`src/rtl/cla_pkg.sv`:
```
// Shared types and helpers for the pipelined carry-lookahead adder.
// Holds the group width, the per-stage pipeline record and configuration checks.
package cla_pkg;

   localparam int unsigned CLA_GROUP     = 4;
   localparam int unsigned CLA_MAX_WIDTH = 128;

   // Pipeline record: finished low sum bits plus skewed, not-yet-added operand bits.
   typedef struct packed {
      logic                     valid;
      logic                     carry;
      logic [CLA_MAX_WIDTH-1:0] sum;
      logic [CLA_MAX_WIDTH-1:0] a;
      logic [CLA_MAX_WIDTH-1:0] b;
   } cla_stage_t;

   function automatic bit cla_cfg_ok(input int unsigned width, input int unsigned stages);
      if (stages == 0 || width == 0 || width > CLA_MAX_WIDTH) begin
         return 1'b0;
      end
      return (width % (CLA_GROUP * stages)) == 0;
   endfunction

   // Flattened lookahead carry into bit k of a group (k == CLA_GROUP gives carry out).
   function automatic logic cla_carry_at(input logic [CLA_GROUP-1:0] p,
                                         input logic [CLA_GROUP-1:0] g,
                                         input logic                 cin,
                                         input int unsigned          k);
      logic c;
      logic t;
      c = cin;
      for (int unsigned i = 0; i < k; i++) begin
         c = c & p[i];
      end
      for (int unsigned i = 0; i < k; i++) begin
         t = g[i];
         for (int unsigned m = i + 1; m < k; m++) begin
            t = t & p[m];
         end
         c = c | t;
      end
      return c;
   endfunction

endpackage

```
`src/rtl/cla_pipe_adder_slice.sv`:
```
// Combinational W-bit carry-lookahead adder built from 4-bit groups.
// Lookahead inside each group and across groups; exposes carry into the MSB.
module cla_slice
   import cla_pkg::*;
#(
   parameter int unsigned W = 16
) (
   input  logic [W-1:0] i_a,
   input  logic [W-1:0] i_b,
   input  logic         i_cin,
   output logic [W-1:0] o_sum,
   output logic         o_cout,
   output logic         o_cmsb
);

   localparam int unsigned NG = W / CLA_GROUP;

   logic [W-1:0]  w_p;
   logic [W-1:0]  w_g;
   logic [W-1:0]  w_c;
   logic [NG-1:0] w_gp;
   logic [NG-1:0] w_gg;
   logic [NG:0]   w_gc;

   assign w_p = i_a ^ i_b;
   assign w_g = i_a & i_b;

   // Group propagate / generate.
   always_comb begin : group_pg
      w_gp = '0;
      w_gg = '0;
      for (int j = 0; j < int'(NG); j++) begin
         w_gp[j] = &w_p[j*CLA_GROUP +: CLA_GROUP];
         w_gg[j] = cla_carry_at(w_p[j*CLA_GROUP +: CLA_GROUP],
                                w_g[j*CLA_GROUP +: CLA_GROUP], 1'b0, CLA_GROUP);
      end
   end

   // Flattened lookahead across groups: no ripple between groups.
   always_comb begin : group_carry
      logic v_t;
      w_gc = '0;
      v_t  = 1'b0;
      for (int j = 0; j <= int'(NG); j++) begin
         v_t = i_cin;
         for (int i = 0; i < j; i++) begin
            v_t = v_t & w_gp[i];
         end
         w_gc[j] = v_t;
         for (int i = 0; i < j; i++) begin
            v_t = w_gg[i];
            for (int m = i + 1; m < j; m++) begin
               v_t = v_t & w_gp[m];
            end
            w_gc[j] = w_gc[j] | v_t;
         end
      end
   end

   always_comb begin : bit_carry
      w_c = '0;
      for (int j = 0; j < int'(NG); j++) begin
         for (int i = 0; i < int'(CLA_GROUP); i++) begin
            w_c[j*CLA_GROUP + i] = cla_carry_at(w_p[j*CLA_GROUP +: CLA_GROUP],
                                                w_g[j*CLA_GROUP +: CLA_GROUP],
                                                w_gc[j], i);
         end
      end
   end

   assign o_sum  = w_p ^ w_c;
   assign o_cout = w_gc[NG];
   assign o_cmsb = w_c[W-1];

endmodule

```
`src/rtl/cla_pipe_adder.sv`:
```
// Pipelined carry-lookahead adder/subtractor, one SLICE-wide stage per pipeline stage.
// Define CLA_PIPE_FLAGS_EN to build registered zero/neg/ovf flags; otherwise they are 0.
module cla_pipe_adder
   import cla_pkg::*;
#(
   parameter int unsigned WIDTH  = 32,
   parameter int unsigned STAGES = 2
) (
   input  logic             clk,
   input  logic             rst,
   input  logic             in_valid,
   output logic             in_ready,
   input  logic [WIDTH-1:0] in_a,
   input  logic [WIDTH-1:0] in_b,
   input  logic             in_cin,
   input  logic             in_sub,
   output logic             out_valid,
   input  logic             out_ready,
   output logic [WIDTH-1:0] out_sum,
   output logic             out_cout,
   output logic             out_zero,
   output logic             out_neg,
   output logic             out_ovf
);

   localparam int unsigned SLICE = WIDTH / STAGES;
   localparam int unsigned LAST  = STAGES - 1;

   if (!cla_cfg_ok(WIDTH, STAGES)) begin : g_cfg_err
      $error("cla_pipe_adder: WIDTH must be a nonzero multiple of 4*STAGES");
   end

   cla_stage_t       r_stage [STAGES];
   cla_stage_t       w_src   [STAGES];
   cla_stage_t       w_nxt   [STAGES];
   logic [WIDTH-1:0] w_sl_a;
   logic [WIDTH-1:0] w_sl_b;
   logic [WIDTH-1:0] w_sl_sum;
   logic [STAGES-1:0] w_sl_cin;
   logic [STAGES-1:0] w_sl_cout;
   logic [STAGES-1:0] w_cmsb;
   logic             w_adv;
   logic             w_unused_cmsb;

   // Whole pipeline advances together; a full, stalled output holds every stage.
   assign w_adv    = !r_stage[LAST].valid || out_ready;
   assign in_ready = rst || w_adv;

   // Stage inputs: stage 0 takes the effective operands, later stages the previous register.
   always_comb begin : stage_src
      w_src[0]                = '0;
      w_src[0].valid          = in_valid;
      w_src[0].carry          = in_sub ? ~in_cin : in_cin;
      w_src[0].a[WIDTH-1:0]   = in_a;
      w_src[0].b[WIDTH-1:0]   = in_sub ? ~in_b : in_b;
      for (int k = 1; k < int'(STAGES); k++) begin
         w_src[k] = r_stage[k-1];
      end
      w_sl_a   = '0;
      w_sl_b   = '0;
      w_sl_cin = '0;
      for (int k = 0; k < int'(STAGES); k++) begin
         w_sl_a[k*SLICE +: SLICE] = w_src[k].a[k*SLICE +: SLICE];
         w_sl_b[k*SLICE +: SLICE] = w_src[k].b[k*SLICE +: SLICE];
         w_sl_cin[k]              = w_src[k].carry;
      end
   end

   for (genvar k = 0; k < STAGES; k++) begin : g_slice
      cla_slice #(
         .W (SLICE)
      ) u_slice (
         .i_a    (w_sl_a[k*SLICE +: SLICE]),
         .i_b    (w_sl_b[k*SLICE +: SLICE]),
         .i_cin  (w_sl_cin[k]),
         .o_sum  (w_sl_sum[k*SLICE +: SLICE]),
         .o_cout (w_sl_cout[k]),
         .o_cmsb (w_cmsb[k])
      );
   end

   // Merge each slice result into its record; operand bits above ride along untouched.
   always_comb begin : stage_nxt
      for (int k = 0; k < int'(STAGES); k++) begin
         w_nxt[k]                        = w_src[k];
         w_nxt[k].sum[k*SLICE +: SLICE]  = w_sl_sum[k*SLICE +: SLICE];
         w_nxt[k].carry                  = w_sl_cout[k];
      end
   end

   always_ff @(posedge clk) begin : stage_regs
      for (int k = 0; k < int'(STAGES); k++) begin
         if (rst) begin
            r_stage[k] <= '0;
         end else if (w_adv) begin
            r_stage[k] <= w_nxt[k];
         end
      end
   end

   assign out_valid = r_stage[LAST].valid;
   assign out_sum   = r_stage[LAST].sum[WIDTH-1:0];
   assign out_cout  = r_stage[LAST].carry;

   // Only the last slice's MSB carry matters, and only when flags are built.
   assign w_unused_cmsb = ^w_cmsb;

`ifdef CLA_PIPE_FLAGS_EN
   logic             r_zero;
   logic             r_neg;
   logic             r_ovf;
   logic [WIDTH-1:0] w_res;

   assign w_res = w_nxt[LAST].sum[WIDTH-1:0];

   always_ff @(posedge clk) begin : flag_regs
      if (rst) begin
         r_zero <= 1'b0;
         r_neg  <= 1'b0;
         r_ovf  <= 1'b0;
      end else if (w_adv) begin
         r_zero <= (w_res == '0);
         r_neg  <= w_res[WIDTH-1];
         r_ovf  <= w_cmsb[LAST] ^ w_sl_cout[LAST];
      end
   end

   assign out_zero = r_zero;
   assign out_neg  = r_neg;
   assign out_ovf  = r_ovf;
`else
   assign out_zero = 1'b0;
   assign out_neg  = 1'b0;
   assign out_ovf  = 1'b0;
`endif

endmodule

```
`config.mk`:
```
export PLATFORM = sky130hd
export DESIGN_NAME = cla_pipe_adder
export DESIGN_NICKNAME = d
export VERILOG_FILES = /design/src/rtl/cla_pkg.sv /design/src/rtl/cla_pipe_adder_slice.sv /design/src/rtl/cla_pipe_adder.sv
export SDC_FILE = /design/constraint.sdc
export NUM_CORES = 1
export LEC_CHECK = 0
export CAP_MARGIN = 20
export CORE_MARGIN = 4
export CORE_UTILIZATION = 40
export DETAILED_ROUTE_END_ITERATION = 16
export GPL_ROUTABILITY_DRIVEN = 0
export GPL_TIMING_DRIVEN = 0
export PLACE_DENSITY = 0.76
export REMOVE_ABC_BUFFERS = 1
export SLEW_MARGIN = 20
export SYNTH_ARGS = -nofsm -noshare
export SYNTH_HDL_FRONTEND = slang
export SYNTH_HIERARCHICAL = 1
export SYNTH_SLANG_ARGS = --single-unit
```
`constraint.sdc`:
```
create_clock -name clk -period 3.21 [get_ports clk]
set_input_delay 0.4815 -clock clk [delete_from_list [all_inputs] [get_ports clk]]
set_output_delay 0.4815 -clock clk [all_outputs]
set_load 0.01 [all_outputs]
```
; After elaboration in Yosys (flattened, before gate mapping)
; Memories as Yosys holds them, arrays and structs flattened.
; Index checks and enable logic that the tools add are counted.
[classes]
n_addsub = 0
eq_ne = 0
n_lt_le_gt_ge = 0
n_mux = 9
bitwise = 194
shift = 0
mul = 0
div = 0
n_reduce_logical = 11
[op_table]
columns = cell, count
row1 = two-way mux 386 bit, 2
row2 = bitwise OR 1 bit, 94
row3 = bitwise AND 1 bit, 92
row4 = bitwise XOR 16 bit, 4
row5 = bitwise AND 16 bit, 2
row6 = two-way mux 32 bit, 1
row7 = NOT 32 bit, 1
row8 = AND reduction 4 bit, 8
row9 = two-way mux 1 bit, 6
row10 = logical OR 1 bit, 2
row11 = logical NOT 1 bit, 1
row12 = NOT 1 bit, 1
[totals]
reg_bits = 0
mem_bits_rw = 772
n_memories = 1
latch_bits = 0
inputBits = 70
out_inout_bits = 38
romBits = 0
[mem_list]
columns = memory, words, word_bits, rd, rd_ports_with_merged_regs, write_ports, line
row1 = r_stage, 2, 386, 2, 0, 2, cla_pipe_adder.sv:33  ; cla_stage_t r_stage [STAGES];

; Logic depth before layout (Yosys ltp)
; Gate-level depths: netlist (run 1).
[depth]
word_depth = 22
mapped_depth = 14
mapped_depth_nobuf = 12

; Cells and area by module
; Netlist (run 1), hierarchy kept.
[modules_own_cells]
columns = module, seq_area_each_um2, cells_each, n_inst, area_each_um2
row1 = cla_pipe_adder, 2522.4, 229, 1, 3902.5
row2 = cla_slice, 0.0, 83, 2, 732.0

; Worst setup path before layout (run 1)
; Ideal clock, no wire load.
[synth_timing]
path_type = input port to output port
start = in rst
end = out in_ready
arrival_ps = 2820
slack_ps = -91
path_buffers = 1
path_stages = 2
t_required_ps = 2728
path_cell_list = buf_2 > nand2b_1
[synth_between]
elab_chain_cells = 1
[synth_lines]
columns = item, line
row1 = "start, declared", cla_pipe_adder.sv:10  ; input logic rst,
row2 = logical OR 1 bit, cla_pipe_adder.sv:47  ; assign in_ready = rst || w_adv;
row3 = "end, declared", cla_pipe_adder.sv:12  ; output logic in_ready,
; Every way passes these cells.

; Final worst setup path (run 1)
[layout_timing]
start = in out_ready
end = out in_ready
[layout_between]
elab_chain_cells = 2
[layout_lines]
columns = item, line
row1 = "start, declared", cla_pipe_adder.sv:18  ; input logic out_ready,
row2 = logical OR 1 bit, cla_pipe_adder.sv:46  ; assign w_adv = !r_stage[LAST].valid || out_ready;
row3 = logical OR 1 bit, cla_pipe_adder.sv:47
; Every way passes these cells.

==> flow_summary.json, run 1 <==
{
  "status": "completed",
  "adder_cell_share_of_the_synthesized_area_pct": 12.3,
  "setup.worst_path.class": "in2out",
  "netlist-cell-type-count": 34,
  "setup_repair_after_global_routing_missed_its_margin": "false",
  "synth_top_cell_area_share_pct": 47.0,
  "p_sw_mw": 0.812,
  "timing.final.crit_share_pct": 96.6,
  "worst_hold_path_cell_count": 1,
  "synth-xor-area-share_pct": 8.65,
  "antenna_cells_inserted": 0,
  "grt.overflow.total": 0,
  "worst_tran_pin_value_ns": 0.642,
  "final-max-slew-violation-count": 0,
  "area_delta_synth_final_pct": 28.8,
  "io_pins": 108,
  "maxClockFrequency_ghz": 0.323,
  "first_pass_iteration_count_of_the_detailed_router": 4,
  "r2r_end": "r_stage[1][279]",
  "cell_types_occupying_the_most_area_after_synthesis": "sky130_fd_sc_hd__edfxtp_1 (47%), sky130_fd_sc_hd__ha_1 (9.3%), sky130_fd_sc_hd__nor3b_2 (9.3%)",
  "hold_path_end": "r_stage[1][256]",
  "cts_root_buf": "sky130_fd_sc_hd__clkbuf_16",
  "rr_worst_depth": 10,
  "report.power.total_mw": 3.33,
  "floorplan.initialDensity_pct": 40.7,
  "final_layout_size_suffix_gt1_share_pct": 18.2,
  "yosys_warnings": 6,
  "floorplan.rows": 42,
  "yosys.area_share.simple_pct": 20.2,
  "reg.largest.list": "r_stage (84)",
  "holdCritStartpoint": "r_stage[0][256]",
  "int_pwr_mw": 2.52,
  "worst_reg2reg_setup_slack_ns": 0.52,
  "final.setup.tns_ns": 0,
  "crit-reg2reg-launch": "r_stage[0][16]",
  "grt_pass1_wl_um": 15600,
  "synth_compound_gate_area_share_pct": 7.23,
  "numCtsBuffers": 9,
  "detail_route.wl_per_cell_um": 14.5,
  "die_area_um2": 15300,
  "placedInstanceArea_um2": 6590,
  "cp_data_arrival_time_ns": 2.62,
  "slew_headroom_pct": 57.2,
  "power_per_cell_area_nw_per_um2": 481,
  "stdcell_area_um2": 6910,
  "numPortBuffers": 104,
  "worst_setup_path_startpoint": "out_ready",
  "dp_hpwl_um": 7050,
  "initial_drc_count": 220,
  "irDropWorstVdd_uv": 229,
  "floorplan.core_area_um2": 13200,
  "antenna_found_initial": 0,
  "avgSynthCellArea_um2": 13.6,
  "setup_clock_skew_after_layout_ns": 0.00556,
  "netlist.top_cell.by_area": "sky130_fd_sc_hd__edfxtp_1",
  "routed_via_density": 4.88,
  "pin_count_of_the_biggest_net_entering_global_routing": 53,
  "power.sequential.fraction_pct": 42.5,
  "largest_register_ff_count": 84,
  "routed-via-count": 3299,
  "drc_errors": 0,
  "die_w_um": 124,
  "regMostFlops": "r_stage",
  "sequential_cell_area_fraction_in_the_yosys_report_pct": 47.0,
  "clock_sink_count": 84,
  "dominant_combinational_cell_family_by_area_after_synthesis": "simple AND/OR/NAND/NOR gates",
  "fp.dieH_um": 124,
  "antenna_violating_nets_post_route": 0,
  "finalNetCount": 613,
  "worstSetupEndpointType": "output pin",
  "netSwitchingFraction_pct": 24.4,
  "synth.cell_area_um2": 5370,
  "mux_contribution_to_synthesized_area_pct": 0,
  "cts_htree_levels": 3,
  "tritoncts": "built",
  "fin_hold_viols": 0,
  "clkTransAtPathRegs_ns": 0.06,
  "critical_path.max_fanout": 52,
  "worst_ep_required_time_ns": 2.73,
  "cp-start-kind": "input pin",
  "post_synth_inst_count": 395,
  "cts_hold_buf": 0,
  "setup_viol_count_final": 0,
  "wirelength_um": 9830,
  "worstHoldPathType": "reg2reg",
  "clock_path_buffers": 2,
  "p_leak_nw": 2.71,
  "final_util_pct": 52.4,
  "vias_in_the_first_global_route": 3355,
  "synth-seq-cells": 84,
  "cap_viol_max_count": 0,
  "clk-insertion-delay-late_ns": 0.34,
  "layout_min_cycle_time_ns": 3.10,
  "gr-usage-all-layers_pct": 13.2,
  "power_frac_comb_pct": 25.0,
  "power.share.clock_pct": 32.5
}
how the worst max path moves through the flow:
stage                       to  depth (start not counted)  slack, ns
6_report              in_ready                          7       0.11
4_1_cts               in_ready                          5       0.09
3_5_place_dp   r_stage[0][271]                         14      -0.37
5_1_grt               in_ready                          5      0.007
3_3_place_gp          in_ready                          3      -5.16
2_1_floorplan  r_stage[0][144]                          2      -1.73
metal layers:
metal | share of wire, % | track usage, % | vias to the layer above
met5 | 0 | 0 | -
met2 | 51 | 22.4 | 88
met1 | 43 | 15.7 | 1567
met4 | 1.7 | 6.99 | 0
met3 | 4.7 | 2.68 | 12
li1 | - | - | 1632
stage by stage:
| stage | hold WS [ns] | cells | setup slack [ns] |
|---|---|---|---|
| final | 0.568 | 676 | 0.110 |
| after detailed placement | 0.562 | 659 | -0.369 |
| after global routing | 0.584 | 676 | 0.00742 |
| after floorplan | 0.537 | 372 | -1.73 |
| after CTS | 0.578 | 676 | 0.0902 |
| after global placement | 0.556 | 652 | -5.16 |
repair_timing:
action,in CTS,in global routing
resized for setup,1,0
setup endpoints to repair,2,0
setup buffers,0,0
cells in the mapped netlist:
| library cell | instances |
|---|---|
| sky130_fd_sc_hd__nor3b_2 | 40 |
| sky130_fd_sc_hd__a2111oi_4 | 2 |
| sky130_fd_sc_hd__nand2b_1 | 5 |
| sky130_fd_sc_hd__nor2b_4 | 1 |
| sky130_fd_sc_hd__nor2b_1 | 2 |
| sky130_fd_sc_hd__a21oi_4 | 2 |
| sky130_fd_sc_hd__buf_2 | 4 |
| sky130_fd_sc_hd__buf_6 | 8 |
| sky130_fd_sc_hd__a21oi_2 | 4 |
| sky130_fd_sc_hd__nor3_1 | 7 |
| sky130_fd_sc_hd__xor2_1 | 27 |
| sky130_fd_sc_hd__edfxtp_1 | 84 |
| sky130_fd_sc_hd__nor2_1 | 20 |
| sky130_fd_sc_hd__buf_1 | 3 |
| sky130_fd_sc_hd__buf_4 | 8 |
| sky130_fd_sc_hd__ha_1 | 40 |
| sky130_fd_sc_hd__buf_8 | 2 |
| sky130_fd_sc_hd__o21ai_0 | 6 |
| sky130_fd_sc_hd__nand3_1 | 2 |
| sky130_fd_sc_hd__fa_1 | 8 |
| sky130_fd_sc_hd__inv_1 | 8 |
| sky130_fd_sc_hd__o21ai_2 | 2 |
| sky130_fd_sc_hd__o31ai_4 | 2 |
| sky130_fd_sc_hd__xnor2_1 | 26 |
| sky130_fd_sc_hd__a21oi_1 | 10 |
| sky130_fd_sc_hd__and4_1 | 2 |
| sky130_fd_sc_hd__conb_1 | 1 |
| sky130_fd_sc_hd__nor3b_1 | 28 |
| sky130_fd_sc_hd__a21o_1 | 4 |
| sky130_fd_sc_hd__nor3_2 | 13 |
| sky130_fd_sc_hd__o21a_1 | 10 |
| sky130_fd_sc_hd__nand2_1 | 10 |
| sky130_fd_sc_hd__or3_1 | 2 |
| sky130_fd_sc_hd__a221o_1 | 2 |
critical path, stage by stage:
cell and delay [ns]:
sky130_fd_sc_hd__clkdlybuf4s50_1 0.44, sky130_fd_sc_hd__nor2b_4 0.23, sky130_fd_sc_hd__buf_12 0.23, sky130_fd_sc_hd__buf_16 0.19
sky130_fd_sc_hd__nand2b_4 0.20, sky130_fd_sc_hd__buf_16 0.28, sky130_fd_sc_hd__clkdlybuf4s50_1 0.52
cell usage in the layout, fill, tap and decap left out, types with 6 or more instances in the layout:
cell type,Yosys,routed
sky130_fd_sc_hd__clkbuf_16,0,9
sky130_fd_sc_hd__a21oi_1,10,10
sky130_fd_sc_hd__nor3_1,7,7
sky130_fd_sc_hd__o21ai_0,6,6
sky130_fd_sc_hd__nor2_1,20,20
sky130_fd_sc_hd__ha_1,40,40
sky130_fd_sc_hd__nor3b_2,40,40
sky130_fd_sc_hd__o21a_1,10,10
sky130_fd_sc_hd__clkdlybuf4s50_1,0,102
sky130_fd_sc_hd__nor3b_1,28,28
sky130_fd_sc_hd__fa_1,8,8
sky130_fd_sc_hd__inv_1,8,8
sky130_fd_sc_hd__nand2_1,10,10
sky130_fd_sc_hd__edfxtp_1,84,84
sky130_fd_sc_hd__xnor2_1,26,26
sky130_fd_sc_hd__nor3_2,13,13
sky130_fd_sc_hd__xor2_1,27,27
cell families (layout without fill, tap and decap cells):
logic type / count (synthesis) / in the layout
AND/OR/NAND/NOR: 132 / 133
flip-flops: 84 / 84
buffers and inverters: 33 / 135
AO/OA/AOI/OAI: 44 / 44
other: 1 / 3
adder cells (fa/ha/maj): 48 / 48
XOR/XNOR: 53 / 53
power groups by stage:
| stage | logic, mW | clock network [mW] | registers (mW) |
|---|---|---|---|
| after floorplan | 0.462 | 0 | 1.46 |
| after global placement | 0.797 | 0 | 1.44 |
| after detailed placement | 0.833 | 0 | 1.44 |
| after CTS | 0.842 | 1.11 | 1.42 |
| after global routing | 0.910 | 1.16 | 1.42 |
| final | 0.832 | 1.08 | 1.41 |
cell type report:
type | instances | area [um2]
flip-flops and latches | 84 | 2520
inverters | 8 | 30.0
well taps | 176 | 220
repair buffers | 111 | 1210
fillers | 1106 | 6280
clock buffers | 10 | 229
multi-input cells | 281 | 2630
clock inverters | 6 | 78.8
No activity file was read; power rests on OpenSTA's default activity.
==> run 2: changes to the inputs <==
--- a/config.mk
+++ b/config.mk
@@ -13,7 +13,7 @@
 export GPL_TIMING_DRIVEN = 0
 export PLACE_DENSITY = 0.76
 export REMOVE_ABC_BUFFERS = 1
-export SLEW_MARGIN = 20
+export SLEW_MARGIN = 0
 export SYNTH_ARGS = -nofsm -noshare
 export SYNTH_HDL_FRONTEND = slang
 export SYNTH_HIERARCHICAL = 1
==> run 2 against run 1 <==
Against the previous run:
- non-clock buffer count unchanged
- largest power group unchanged
- total power down 4.3%
- worst setup slack better by 0.036 ns
- die area unchanged
- combinational power about the same
- sequential share of layout area up 0.31 points
- design area down 0.85%
- clock-buffer cell count down 1
- final cell count unchanged
- critical path depth down 2
- global-route usage down 0.074 points
- wire length up 1.2%
- largest cell class unchanged
==> flow_summary.json, run 2 (synthesis gave the netlist of run 1 again) <==
{
  "worstSetupEndpointType": "output pin",
  "maxClockFrequency_ghz": 0.326,
  "netSwitchingFraction_pct": 26.0,
  "status": "completed",
  "cts_htree_levels": 3,
  "cp-start-kind": "input pin",
  "final.setup.tns_ns": 0,
  "setup.worst_path.class": "in2out",
  "stdcell_area_um2": 6850,
  "clkTransAtPathRegs_ns": 0.06,
  "layout_commonest_cell": "sky130_fd_sc_hd__clkdlybuf4s50_1",
  "final_layout_size_suffix_gt1_share_pct": 18.2,
  "final_cell_mix": "sky130_fd_sc_hd__clkdlybuf4s50_1 (102), sky130_fd_sc_hd__edfxtp_1 (84), sky130_fd_sc_hd__nor3b_2 (40), sky130_fd_sc_hd__ha_1 (40), sky130_fd_sc_hd__nor3b_1 (28)",
  "worst_ep_required_time_ns": 2.73,
  "tritoncts": "built",
  "power.sequential.fraction_pct": 44.3,
  "final_critical_path_setup_slack_ns": 0.146,
  "fp.dieH_um": 124,
  "cts_root_buf": "sky130_fd_sc_hd__clkbuf_16",
  "int_pwr_mw": 2.36,
  "slew_headroom_pct": 57.2,
  "p_sw_mw": 0.828,
  "pin_count_of_the_biggest_net_entering_global_routing": 53,
  "final.hold.worst_slack_ns": 0.572,
  "irDropWorstVdd_uv": 206,
  "critical_path.max_fanout": 52,
  "first_pass_iteration_count_of_the_detailed_router": 4,
  "vias_in_the_first_global_route": 3361,
  "largest_register_ff_count": 84,
  "setup_clock_skew_after_layout_ns": 0.00467,
  "worst_hold_path_cell_count": 1,
  "preCtsSetupSlack_ns": -0.368,
  "wirelength_um": 9950,
  "power_frac_comb_pct": 26.1,
  "cts_hold_buf": 0,
  "clock_sink_count": 84,
  "gr-usage-all-layers_pct": 13.1,
  "antenna_violating_nets_post_route": 0,
  "antenna_found_initial": 0,
  "antenna_cells_inserted": 0,
  "worst_tran_pin_value_ns": 0.642,
  "worstHoldPathType": "reg2reg",
  "area_delta_synth_final_pct": 27.7,
  "layout_min_cycle_time_ns": 3.06,
  "power_per_cell_area_nw_per_um2": 465,
  "io_pins": 108,
  "setup_repair_after_global_routing_missed_its_margin": "false",
  "drc_errors": 0,
  "grt_pass1_wl_um": 15700,
  "floorplan.initialDensity_pct": 40.7,
  "cap_viol_max_count": 0,
  "clk-insertion-delay-late_ns": 0.34,
  "initial_drc_count": 225,
  "clock_path_buffers": 2,
  "placedInstanceArea_um2": 6570,
  "dp_hpwl_um": 7040,
  "rr_worst_depth": 11,
  "regMostFlops": "r_stage",
  "grt.overflow.total": 0,
  "final-max-slew-violation-count": 0,
  "detail_route.wl_per_cell_um": 14.7,
  "floorplan.rows": 42,
  "timing.final.crit_share_pct": 95.4,
  "fin_hold_viols": 0,
  "floorplan.core_area_um2": 13200,
  "routed-via-count": 3321,
  "numPortBuffers": 104,
  "p_leak_nw": 2.68,
  "power.share.clock_pct": 29.6,
  "reg.largest.list": "r_stage (84)",
  "die_w_um": 124,
  "routed_via_density": 4.91,
  "die_area_um2": 15300,
  "numCtsBuffers": 9,
  "setup_viol_count_final": 0,
  "finalNetCount": 613,
  "cp_data_arrival_time_ns": 2.58
}
[run 2: cell count changes in the layout (fill, tap and decap cells not counted), sizes merged]
cell      delta
clkbuf       -1
bufinv       -2
clkinvlp     +3
[run 2: layout make-up]
type | instances | area, um2
Fill cell | 1102 | 6340
Timing Repair Buffer | 111 | 1190
Sequential cell | 84 | 2520
Clock inverter | 7 | 43.8
Inverter | 8 | 30.0
Tap cell | 176 | 220
Multi-Input combinational cell | 281 | 2630
Clock buffer | 9 | 225
[run 2: power groups by stage]
stage	Combinational [mW]	Sequential [mW]	Clock, mW
floorplan	0.462	1.46	0
global placement	0.797	1.44	0
detailed placement	0.831	1.44	0
CTS	0.842	1.41	0.969
global route	0.911	1.42	1.02
finish	0.830	1.41	0.943
[run 2: per-stage QoR]
step / power [mW] / cells / util [%]
floorplan: 1.92 / 372 / -
global placement: 2.24 / 652 / 48.7
detailed placement: 2.27 / 658 / 49.8
CTS: 3.22 / 676 / 52.0
global route: 3.35 / 676 / 52.0
finish: 3.19 / 676 / 52.0
[run 2: path summary, 6_finish.rpt]
path | from | endpoint | slack [ns]
min reg2reg | r_stage[0][256] | r_stage[1][256] | 0.57
max | rst | in_ready | 0.15
min | r_stage[0][256] | r_stage[1][256] | 0.57
max reg2reg | r_stage[0][149] | r_stage[1][287] | 0.54
[run 2: metal layers]
metal,vias up,part of all wire [%],track usage (%)
met5,-,0,0
met4,0,1.7,5.05
met3,10,4.8,2.91
met2,84,50,23.2
met1,1605,43,15.5
li1,1622,-,-
[run 2: worst max-delay path, cell delays in order]
cell and delay, ns:
sky130_fd_sc_hd__buf_4 0.49, sky130_fd_sc_hd__buf_16 0.31, sky130_fd_sc_hd__nand2b_4 0.36, sky130_fd_sc_hd__buf_16 0.29, sky130_fd_sc_hd__clkdlybuf4s50_1 0.59
[run 2: what timing repair did]
item / CTS / global route
setup endpoints to repair: 2 / 0
setup buffers: 1 / 0
resized for setup: 1 / 0
